## config.mk

```make
export PLATFORM = sky130hd
export DESIGN_NAME = ped_request_ctrl
export DESIGN_NICKNAME = d
export VERILOG_FILES = /design/src/rtl/ped_request_ctrl.sv
export SDC_FILE = /design/constraint.sdc
export NUM_CORES = 1
export LEC_CHECK = 0
export BUFFER_PORTS_ARGS = -buffer_cell sky130_fd_sc_hd__buf_2
export CAP_MARGIN = 40
export CORE_UTILIZATION = 40
export DETAILED_ROUTE_END_ITERATION = 10
export GPL_ROUTABILITY_DRIVEN = 0
export SYNTH_ARGS = -nofsm -noshare
export SYNTH_HDL_FRONTEND = slang
export SYNTH_SLANG_ARGS = --single-unit
```

## constraint.sdc

```tcl
create_clock -name sys_clk -period 1.9 [get_ports sys_clk]
set_input_delay 0.285 -clock sys_clk [delete_from_list [all_inputs] [get_ports sys_clk]]
set_output_delay 0.285 -clock sys_clk [all_outputs]
set_load 0.02 [all_outputs]
```

## src/rtl/ped_request_ctrl.sv

```systemverilog
// Pedestrian push-button front end: synchronises and debounces the raw button,
// turns each debounced press into a held request acknowledged by the
// traffic-light controller, then holds off new requests for a lockout period
// counted in 1 s ticks. A press during lockout is remembered and raised as
// soon as the lockout ends.
module ped_request_ctrl #(
  parameter logic [19:0] DEB_CNT   = 20'd999999,
  parameter logic [7:0]  LOCKOUT_S = 8'd30,
  parameter logic        BTN_ACT   = 1'b0
) (
  input  logic sys_clk,
  input  logic sys_rst_p,
  input  logic btn_raw,
  input  logic tick_1s,
  input  logic req_ack,
  output logic ped_req,
  output logic btn_level,
  output logic lockout
);

  typedef enum logic [1:0] {
    IDLE    = 2'd0,
    PENDING = 2'd1,
    LOCKOUT = 2'd2
  } state_e;

  // Synchroniser flops hold the raw button level; normalised after stage 2.
  logic        sync1_q, sync1_d;
  logic        sync2_q, sync2_d;
  logic        btn_pressed_s;

  logic [19:0] deb_cnt_q, deb_cnt_d;
  logic        btn_level_q, btn_level_d;
  logic        press_q, press_d;

  state_e      state_q, state_d;
  logic [7:0]  lock_cnt_q, lock_cnt_d;
  logic        deferred_q, deferred_d;
  logic        ped_req_q, ped_req_d;
  logic        lockout_q, lockout_d;

  // Synchroniser and debounce next-state: a level change is accepted only
  // after the synchronised input has disagreed with btn_level for DEB_CNT+1
  // consecutive cycles; the counter clears as soon as they agree again.
  always_comb begin
    // NOTE: every combinational output gets a default first so no path can
    // leave it unassigned, which would otherwise infer a latch.
    sync1_d       = btn_raw;
    sync2_d       = sync1_q;
    btn_pressed_s = (sync2_q == BTN_ACT);
    deb_cnt_d     = deb_cnt_q;
    btn_level_d   = btn_level_q;
    press_d       = 1'b0;

    if (btn_pressed_s == btn_level_q) begin
      deb_cnt_d = '0;
    end else if (deb_cnt_q == DEB_CNT) begin
      btn_level_d = ~btn_level_q;
      deb_cnt_d   = '0;
      // Only the rising edge of the debounced level is an event.
      press_d     = ~btn_level_q;
    end else begin
      deb_cnt_d = deb_cnt_q + 20'd1;
    end
  end

  // Synchroniser and debounce registers.
  always_ff @(posedge sys_clk) begin
    // NOTE: sequential state uses non-blocking assignments so every flop
    // samples the pre-edge value of the others, independent of block order.
    if (sys_rst_p) begin
      sync1_q     <= ~BTN_ACT;
      sync2_q     <= ~BTN_ACT;
      deb_cnt_q   <= '0;
      btn_level_q <= 1'b0;
      press_q     <= 1'b0;
    end else begin
      sync1_q     <= sync1_d;
      sync2_q     <= sync2_d;
      deb_cnt_q   <= deb_cnt_d;
      btn_level_q <= btn_level_d;
      press_q     <= press_d;
    end
  end

  // Request FSM next-state: acknowledge beats a simultaneous press, a press
  // during lockout is deferred, and the tick that ends lockout re-raises a
  // deferred (or same-cycle) press.
  always_comb begin
    state_d    = state_q;
    lock_cnt_d = lock_cnt_q;
    deferred_d = deferred_q;

    unique case (state_q)
      IDLE: begin
        if (press_q) state_d = PENDING;
      end

      PENDING: begin
        if (req_ack) begin
          if (LOCKOUT_S == 8'd0) begin
            state_d = press_q ? PENDING : IDLE;
          end else begin
            lock_cnt_d = LOCKOUT_S;
            deferred_d = press_q;
            state_d    = LOCKOUT;
          end
        end
      end

      LOCKOUT: begin
        if (press_q) deferred_d = 1'b1;
        if (tick_1s) begin
          if (lock_cnt_q <= 8'd1) begin
            state_d    = (deferred_q || press_q) ? PENDING : IDLE;
            deferred_d = 1'b0;
            lock_cnt_d = '0;
          end else begin
            lock_cnt_d = lock_cnt_q - 8'd1;
          end
        end
      end

      default: begin
        state_d    = IDLE;
        lock_cnt_d = '0;
        deferred_d = 1'b0;
      end
    endcase

    // Outputs are registered straight from the next state.
    ped_req_d = (state_d == PENDING);
    lockout_d = (state_d == LOCKOUT);
  end

  // Request FSM registers; reset discards any pending request or lockout.
  always_ff @(posedge sys_clk) begin
    if (sys_rst_p) begin
      state_q    <= IDLE;
      lock_cnt_q <= '0;
      deferred_q <= 1'b0;
      ped_req_q  <= 1'b0;
      lockout_q  <= 1'b0;
    end else begin
      state_q    <= state_d;
      lock_cnt_q <= lock_cnt_d;
      deferred_q <= deferred_d;
      ped_req_q  <= ped_req_d;
      lockout_q  <= lockout_d;
    end
  end

  assign ped_req   = ped_req_q;
  assign btn_level = btn_level_q;
  assign lockout   = lockout_q;

endmodule

```

==> metrics.cfg <==
[floorplanning]
num_rows = 24
die_w_um = 70.48
die_y_um = 70.48
dieArea_sq_um = 4967
start_util = 0.4220
coreArea_sq_um = 4444
io_pins = 8

[placed_design]
port_buffers = 7
post-place-cells = 281
dp_hpwl_mm = 2.582
post-place-ws_ns = 0.1166

[sta]
rsz0062_at_grt = no
drv_slew = 0
hold_violations = 0
period_needed_ns = 1.748
fin_skew_ns = 0.009382
worst_slew_pin_slew_ns = 0.4307
max_freq_mhz = 572.0
fin_setup_tns_ns = 0
layout_setup_ws_ns = 0.1518
setup-violations-final = 0
relSlewSlack = 0.7123
fin_crit_sh = 0.9201

[clocking]
clock-sinks = 37
cts_setup_buffers = 0
clock_tree.root_cell = clkbuf_8
h-tree-depth = 2
clk-insertion-delay-late_ns = 0.29
clk_pin_slew_worst_paths_ns = 0.07
cts_buffers = 5
cts_tree = yes
clockBufferDepth = 2

[global_route]
grt_pass1_wl_mm = 6.334
grt_pass1_vias = 1425
grt_max_degree = 16
grt_usage = 0.1625
gr-total-overflow = 0
grt_antenna_before_repair = 0

[power_and_ir_drop]
p_leak_nw = 0.7850
intPower_w = 0.001315
seq_power_share = 0.480
sw_frac_of_total = 0.1892
pwr-share-comb = 0.015
p_clk_frac = 0.505
finalPower_w = 0.001622
vdd_drop_max_mv = 0.3867
p_sw_w = 0.0003070
powerDensity_nw_per_um2 = 750.3

[critical_path]
slowest_stage = or4b_4
slowest_delay_ns = 0.56
critPathMaxFanout = 5
worstPathArrival_ns = 1.97
worstPathBufferInverterCount = 0
crit_family = simple AND/OR/NAND/NOR gates
crit_path_end_kind = flop
regToRegEndpoint = btn_level
worst_setup_path_start_kind = flop
worstPathCellList = nand3_2, or4b_4, or4_1, a21oi_1
reg2reg_depth = 4
r2r_start = deb_cnt_q[16]
worstPathRequired_ns = 2.12
worstSetupPathType = reg -> reg
r2r_slack_ns = 0.15

[synth]
synth.avg_cell_area_sq_um = 8.723
synthTopCellsByCount = dfxtp_1, nor2_1, nand2_1, nand4_1, xor2_1
synthArstFlopShare = 0
mappedNetlistArea_sq_um = 1876
yosysSeqAreaShare = 0.3949
synth.most_common_cell = dfxtp_1
synth_seq_cells = 37
synth_ff_type = dfxtp_1
synth_warnings = 0
synth_area_leader_cell = dfxtp_1
syn-num-nets = 227
synth_top_area_share = 0.3949
yosys-top-cells-area = dfxtp_1, xor2_1, ha_1
yosysUniqueCellTypes = 43
netlist_instances = 215
synth_edf_count = 0

[drt]
drtIter0Drc = 66
ant_nets = 0
drt_first_pass_iters = 4
avgViaCountPerCell = 5.467
drc = 0
wl_mm = 3.583
via_count = 1580
wire_per_inst_um = 12.40

[layout]
final_cells = 289
drive_above_1_share = 0.1688
nets = 248
antenna_cells = 0
syn_to_final_growth_pct = 15.28

[run]
maxCapViolCount = 0

[worst_hold_path]
hp-class = in -> reg
min_to = sync1_q
min_from = btn_raw
hold_depth = 2

[outcome]
outcome = completed

[power by group through the flow]
stage | clock, W | sequential [W] | combinational [W]
finish | 0.000818 | 0.000779 | 0.0000250
floorplan | 0 | 0.000797 | 0.0000162
CTS | 0.000844 | 0.000779 | 0.0000251
global route | 0.000880 | 0.000779 | 0.0000279
detailed placement | 0 | 0.000797 | 0.0000250
global placement | 0 | 0.000797 | 0.0000256
[area by class of cell]
cell class                 count  area, sq um
fill                         434         2282
multi-input combinational    163         1047
sequential                    37        742.0
timing repair buffer          21        140.1
clock buffer                   5        68.82
clock inverter                 3        68.82
tap                           52        65.06
inverter                       8        30.03
[cells in the final DEF, fill, tap and decap left out, types with 4 or more instances in the layout]
cell and instances:
o21ai_0 8, dfxtp_1 36, and3_1 5, nand4_1 14, nand2_1 14, and2_1 4, xor2_1 12, buf_2 7
o31ai_1 5, nor2_1 22, clkbuf_8 5, buf_4 14, or4_1 4, nand3_1 9, ha_1 7, a21oi_1 11
inv_1 8, a31oi_1 7, or2_2 4
[routing by layer]
| layer | vias up | global-route usage | wire length (um) |
|---|---|---|---|
| met1 | 714 | 0.2247 | 1888 |
| li1 | 831 | - | - |
| met4 | 0 | 0.06803 | 40 |
| met5 | - | 0 | 0 |
| met3 | 4 | 0.05051 | 194 |
| met2 | 31 | 0.2319 | 1459 |
[what timing repair did]
action,in CTS,in global routing
resized for setup,0,1
hold buffers,0,0
setup endpoints to repair,0,1
[how the worst max path moves through the flow]
stage,depth (start not counted),slack [ns],endpoint,from
finish,4,0.15,btn_level,deb_cnt_q[16]
global route,7,0.004,lock_cnt_q[6],state_q[0]
CTS,6,0.11,ped_req,lock_cnt_q[1]
detailed placement,6,0.12,ped_req,lock_cnt_q[1]
global placement,6,0.16,ped_req,lock_cnt_q[1]
floorplan,5,0.16,deb_cnt_q[9],deb_cnt_q[16]
[per-stage QoR]
step	utilization	cell area, sq um	hold slack [ns]
2_1_floorplan	-	1876	0.3888
3_3_place_gp	0.4552	2023	0.3937
3_5_place_dp	0.4552	2023	0.3949
4_1_cts	0.4862	2161	0.1679
5_1_grt	0.4865	2162	0.1697
6_report	0.4865	2162	0.1774
[cell families after synthesis]
kind of cell / Yosys count / synth area share
AO/OA/AOI/OAI: 45 / 0.1608
XOR/XNOR: 14 / 0.06538
adder cells (fa/ha/maj): 7 / 0.04670
buffers and inverters: 15 / 0.04670
flip-flops: 37 / 0.3949
multiplexers: 1 / 0.006004
AND/OR/NAND/NOR: 96 / 0.2795
[registers in the layout, summed over array words and instances, names as in the netlist]
signal,flops
btn_level,1
sync1_q,1
lockout,1
state_q,2
press_q,1
deferred_q,1
sync2_q,1
lock_cnt_q,8
ped_req,1
deb_cnt_q,20
[worst register-to-register path: stages (launching register included)]
cell and delay (ns):
dfxtp_1 0.39, nand3_2 0.11, or4b_4 0.56, or4_1 0.51, a21oi_1 0.12
(Power assumes the default switching activity.)
